[src/rtl/instruction_parse.sv]
// LEGv8 instruction field extractor: combinational decode of fields, format and
// immediate, plus a one-deep registered copy qualified by instr_valid.
module instruction_parse #(
    parameter int unsigned INSTR_LEN = 32
) (
    input  logic                 clk,
    input  logic                 rst_n,
    input  logic [INSTR_LEN-1:0] instruction,
    input  logic                 instr_valid,
    output logic [10:0]          opcode,
    output logic [8:0]           address,
    output logic [4:0]           rm_num,
    output logic [4:0]           rn_num,
    output logic [4:0]           rd_num,
    output logic [2:0]           fmt,
    output logic [63:0]          imm,
    output logic [5:0]           shamt,
    output logic                 q_valid,
    output logic [2:0]           q_fmt,
    output logic [10:0]          q_opcode,
    output logic [4:0]           q_rm_num,
    output logic [4:0]           q_rn_num,
    output logic [4:0]           q_rd_num,
    output logic [63:0]          q_imm
);

    localparam int unsigned OP_W  = 11;
    localparam int unsigned IMM_W = 64;

    typedef enum logic [2:0] {
        FMT_UNKNOWN = 3'd0,
        FMT_R       = 3'd1,
        FMT_I       = 3'd2,
        FMT_D       = 3'd3,
        FMT_B       = 3'd4,
        FMT_CB      = 3'd5,
        FMT_IW      = 3'd6
    } fmt_e;

    logic [OP_W-1:0]  w_opcode;
    fmt_e             w_fmt;
    logic [IMM_W-1:0] w_imm;

    assign w_opcode = instruction[31:21];

    // Format decode; checked in R, D, I, IW, CB, B order
    always_comb begin
        w_fmt = FMT_UNKNOWN;
        if (w_opcode inside {11'd1112, 11'd1624, 11'd1104, 11'd1360,
                             11'd1616, 11'd1691, 11'd1690, 11'd1712})
            w_fmt = FMT_R;
        else if (w_opcode inside {11'd1986, 11'd1984})
            w_fmt = FMT_D;
        else if (w_opcode[10:1] inside {10'd580, 10'd836, 10'd584, 10'd712})
            w_fmt = FMT_I;
        else if (w_opcode[10:2] inside {9'd421, 9'd485})
            w_fmt = FMT_IW;
        else if (w_opcode[10:3] inside {8'd180, 8'd181, 8'd84})
            w_fmt = FMT_CB;
        else if (w_opcode[10:5] == 6'b000101)
            w_fmt = FMT_B;
    end

    // Immediate extension for the decoded format
    always_comb begin
        w_imm = '0;
        case (w_fmt)
            FMT_I:   w_imm = {52'd0, instruction[21:10]};
            FMT_D:   w_imm = {{55{instruction[20]}}, instruction[20:12]};
            FMT_B:   w_imm = {{38{instruction[25]}}, instruction[25:0]};
            FMT_CB:  w_imm = {{45{instruction[23]}}, instruction[23:5]};
            FMT_IW:  w_imm = {48'd0, instruction[20:5]};
            default: w_imm = '0;
        endcase
    end

    assign opcode  = w_opcode;
    assign address = instruction[20:12];
    assign rm_num  = instruction[20:16];
    assign rn_num  = instruction[9:5];
    assign rd_num  = instruction[4:0];
    assign shamt   = instruction[15:10];
    assign fmt     = w_fmt;
    assign imm     = w_imm;

    logic             r_valid;
    logic [2:0]       r_fmt;
    logic [OP_W-1:0]  r_opcode;
    logic [4:0]       r_rm_num;
    logic [4:0]       r_rn_num;
    logic [4:0]       r_rd_num;
    logic [IMM_W-1:0] r_imm;

    // Capture stage: data only updates on a valid word, valid tracks instr_valid
    always_ff @(posedge clk or negedge rst_n) begin
        if (!rst_n) begin
            r_valid  <= 1'b0;
            r_fmt    <= '0;
            r_opcode <= '0;
            r_rm_num <= '0;
            r_rn_num <= '0;
            r_rd_num <= '0;
            r_imm    <= '0;
        end else begin
            r_valid <= instr_valid;
            if (instr_valid) begin
                r_fmt    <= w_fmt;
                r_opcode <= w_opcode;
                r_rm_num <= instruction[20:16];
                r_rn_num <= instruction[9:5];
                r_rd_num <= instruction[4:0];
                r_imm    <= w_imm;
            end
        end
    end

    assign q_valid  = r_valid;
    assign q_fmt    = r_fmt;
    assign q_opcode = r_opcode;
    assign q_rm_num = r_rm_num;
    assign q_rn_num = r_rn_num;
    assign q_rd_num = r_rd_num;
    assign q_imm    = r_imm;

endmodule

[config.mk]
export PLATFORM = sky130hd
export DESIGN_NAME = instruction_parse
export DESIGN_NICKNAME = d
export VERILOG_FILES = /design/src/rtl/instruction_parse.sv
export SDC_FILE = /design/constraint.sdc
export NUM_CORES = 1
export LEC_CHECK = 0
export BUFFER_PORTS_ARGS = -buffer_cell sky130_fd_sc_hd__buf_2
export CAP_MARGIN = 20
export CORE_MARGIN = 3
export CORE_UTILIZATION = 47
export CTS_BUF_LIST = sky130_fd_sc_hd__clkbuf_16
export DETAILED_ROUTE_END_ITERATION = 10
export PLACE_DENSITY_LB_ADDON = 0.05
export SLEW_MARGIN = 20
export SYNTH_ARGS = -nofsm -noshare
export SYNTH_HDL_FRONTEND = slang
export SYNTH_SLANG_ARGS = --single-unit
[constraint.sdc]
create_clock -name clk -period 5.56 [get_ports clk]
set_input_delay 0.556 -clock clk [delete_from_list [all_inputs] [get_ports clk]]
set_output_delay 0.556 -clock clk [all_outputs]
set_load 0.05 [all_outputs]
Word-level counts from Yosys, hierarchy flattened. Index checks and enable logic that the tools add are counted.

Muxes and demuxes: 7. $mul: 0. Add/sub/neg operators: 0. Divide/modulo/power cells: 0. Shift operators: 0. Bitwise gates (word level): 0. Magnitude comparators: 0. Equal/unequal tests: 25. Reduce and logical (&&, ||, !) cells: 5.

Operators with widths (number): case mux 64 bit (5 select lines) (1); == test 11 bit, second input constant (10); == test 10 bit, second input constant (4); == test 9 bit, second input constant (2); 2-to-1 mux 3 bit (6); == test 8 bit, second input constant (2); == test 3 bit, second input constant (3); == test 8 x 7 -> 1 bit, second input constant (1); nonzero test 8 bit (1); == test 3 x 2 -> 1 bit, second input constant (2); == test 6 x 3 -> 1 bit, second input constant (1); nonzero test 2 bit (2); nonzero test 4 bit (1); nonzero test 3 bit (1).

Memories: 0. RAM bits: 0. Register bits after elaboration: 94. Bits in read-only memories: 0. Output and inout port bits: 202. Latch bits: 0. Logic and storage cells: 44. Bits of input ports: 35.

Depth between registers and ports, before layout.
Word-level depth: 9. Gate-level depth with buffers: 8.

Worst setup path after synthesis. OpenSTA, ideal clock, no wires.

Path type: input port to output port. From: input instruction[30]. To: output imm[26]. Required time: 5004 ps. Stages: 7. Buffers on the path: 4. Arrival: 3090 ps. Path slack: 1914 ps. Cell sequence: buf_6 nor4_2 buf_2 buf_2 nand2_1 nand2_1 buf_4.

Longest elaborated chain between the ends: 9. Elaborated cells on any way between the ends: 37.

Ends and longest elaborated chain: start: declaration (line 8) `input logic [INSTR_LEN-1:0] instruction,`; == test 8 bit, or another cell as far along (line 58) `else if (w_opcode[10:3] inside {8'd180, 8'd181, 8'd84})`; nonzero test 3 bit or 2-to-1 mux 3 bit (tied branches) (line 58, 60); 2-to-1 mux 3 bit (line 58); 2-to-1 mux 3 bit (line 56) `else if (w_opcode[10:2] inside {9'd421, 9'd485})`; 2-to-1 mux 3 bit (line 54) `else if (w_opcode[10:1] inside {10'd580, 10'd836, 10'd584, 10'd712})`; 2-to-1 mux 3 bit (line 52) `else if (w_opcode inside {11'd1986, 11'd1984})`; 2-to-1 mux 3 bit * (line 49) `if (w_opcode inside {11'd1112, 11'd1624, 11'd1104, 11'd1360,`; == test 3 bit or == test 3 x 2 -> 1 bit (tied branches) (line 67) `case (w_fmt)`; case mux 64 bit (5 select lines) * (line 67); end: declaration (line 16) `output logic [63:0] imm,`.

Every way passes the cells marked *; elsewhere a longest branch is shown, timed or not.

Worst setup path after layout.
From: input instruction[31]. To: output imm[55].

Same word-level chain as after synthesis.

==> impl_metrics.yaml <==
power_and_ir_drop:
  internal-power_mw: 0.732
  clkPwrFrac_pct: 29.4
  finalPower_mw: 1.23
  p_leak_nw: 2.47
  peakVddDrop_mv: 0.169
  powerDensity_nw_per_um2: 291
  seqPwrFrac_pct: 36.6
  power_frac_comb_pct: 34.0
  p_switching_mw: 0.496
  swShare_pct: 40.4
floorplanning:
  start_util_pct: 49.9
  die_area_um2: 9020
  num_rows: 31
  dieHeight_um: 95.0
  core_um2: 7450
  top_level_ports: 237
  die_x_um: 95.0
detailed_routing:
  final_antenna_net_count: 0
  routed_via_density: 5.18
  routed_wl_um: 9990
  post-route-drc-count: 0
  drt_iter0_drc: 126
  drtPass1Iterations: 4
  wire_per_inst_um: 17.7
  vias: 2915
critical_path:
  cp_data_arrival_time_ns: 2.97
  ff2ff_path_depth: 2
  crit_type: "in -> out"
  reg2reg_to: "q_imm[62]"
  rrSetupSlack_ns: 4.40
  critPathCaptureType: "output port"
  required_ns: 5.00
  cp_max_fo: 39
  cp-start-kind: "primary input"
  worstReg2RegStart: "q_imm[62]"
timing:
  fin_crit_sh_pct: 63.4
  post-route-min-period_ns: 3.53
  worst_pin_slew_ns: 0.860
  rsz0062_at_grt: "no"
  hold_viol_final: 0
  tns_ns: 0
  fmax_mhz: 284
  final-max-slew-violation-count: 0
  finalSetupViolCount: 0
  relSlewSlack_pct: 42.7
  finClkSkew_ns: 0
cts:
  clockBufferDepth: 2
  hold_buffers: 0
  cts_sinks: 56
  clk_pin_slew_ns: 0.07
  cts-resized-gates: 0
  cts_buffers: 5
  h-tree-depth: 2
  cts_tree: "built"
  root_buffer: "clkbuf_16"
  post_cts_buffers: 0
  clk_latency_ns: 0.29
finish:
  instances_no_fill: 563
  antenna_cells: 0
  nets: 498
  final_area_um2: 4220
  area_delta_synth_final_pct: 13.5
  num-fill-cells: 700
  post-route-util_pct: 56.7
  layout-drive-gt1-share_pct: 65.9
synthesis:
  syn_area_per_cell_um2: 10.6
  yosys.area.top_type: "dfrtp_1"
  syn_inst: 350
  yosys_most_used_dff: "dfrtp_1"
  synth_edf_count: 0
  async_flop_share_pct: 100
  synth.distinct_cells: 46
  synth_warnings: 0
  syn_area_um2: 3720
  ys_ff_latch: 56
  ys_seq_area_share_pct: 37.7
  synthTopCellsByArea: "dfrtp_1, buf_4, mux2_2"
  synth_nets: 385
  netlist.area_leader.share_pct: 37.7
global_route:
  grt_use_total_pct: 21.2
  grt_pass1_vias: 2625
  grt_pass1_wl_um: 14700
  grt_max_degree: 69
  grt_overflow: 0
  grt_antenna_before_repair: 0
outcome:
  status: "finished, final reports clean"
place:
  dp.cells: 555
  place_congestion: 0.799
  numPortBuffers: 236
  placed_area_um2: 4050
  hpwl_um: 7280
min_path:
  hp-class: "in -> async"
flow_run:
  max_cap_violations: 0
[layer usage]
metal	global-route usage, %	share of wire (%)	routed length [um]
met4	4.57	0.66	66
met5	0	0	0
met3	4.62	7.5	753
met1	28.6	43	4300
met2	35.1	49	4870
[worst max-delay path by stage]
stage	start	slack (ns)	end	depth (start not counted)
2_1_floorplan	instruction[30]	1.91	imm[26]	7
3_3_place_gp	instruction[31]	2.15	imm[55]	8
3_5_place_dp	instruction[31]	2.04	imm[55]	8
4_1_cts	instruction[31]	2.04	imm[55]	8
5_1_grt	instruction[31]	1.67	imm[42]	8
6_report	instruction[31]	2.03	imm[55]	8
[layout by cell type (no fill, tap or decap), drive strengths merged, types with 2 or more instances in the layout]
master  instances
buf           240
dfrtp          56
mux2           44
nand2          23
a221o          15
nor2           11
a22o           11
o21ai           8
a31oi           8
clkbuf          5
nor3b           4
o21a            3
a21oi           3
nand4b          2
and3b           2
nor4b           2
and3            2
nand3           2
or3             2
[layout make-up]
class                      count  area (um2)  share of cell area [%]
sequential                    56        1400                    33.2
multi-input combinational    159        1310                    31.1
timing repair buffer         240        1210                    28.7
clock buffer                   5         125                    2.96
tap                           99         124                    2.94
clock inverter                 3        42.5                    1.01
inverter                       1        3.75                  0.0889
[power by group through the flow]
stage | Combinational (mW) | Sequential, mW | Clock, mW
after global placement | 0.419 | 0.456 | 0
after floorplan | 0.261 | 0.555 | 0
after detailed placement | 0.420 | 0.457 | 0
final | 0.417 | 0.450 | 0.361
after CTS | 0.420 | 0.450 | 0.368
after global routing | 0.434 | 0.454 | 0.382
[state kept, by name, indices dropped and copies added (netlist names)]
register / flops
q_imm: 26
q_rd_num: 5
q_opcode: 11
q_valid: 1
q_fmt: 3
q_rm_num: 5
q_rn_num: 5
[synthesized netlist by cell type (all sizes together) (3+ instances only)]
cell and n:
a21oi 3, o21a 3, clkbuf 8, dfrtp 56, o21ai 8, a22o 11
a221o 15, nor2 11, buf 126, nor3b 4, nand2 23, a31oi 8
mux2 44
[kinds of logic after synthesis]
family          Yosys count  synth area share, %
simple gates             60                 8.85
compound gates           55                 12.1
buf+inv                 135                 27.3
flops                    56                 37.7
mux                      44                 14.1
[critical path: stages]
cell	delay, ns
buf_2	0.18
nor3b_1	0.54
nand2_1	0.11
nor2_1	0.31
a21oi_1	0.08
buf_4	0.20
nand2_1	0.59
buf_2	0.40
[metrics by stage]
stage,hold slack (ns),setup WS (ns)
2_1_floorplan,0.260,1.91
3_3_place_gp,0.481,2.15
3_5_place_dp,0.489,2.04
4_1_cts,0.419,2.04
5_1_grt,0.450,1.67
6_report,0.386,2.03
No activity file was read; power rests on OpenSTA's default activity.
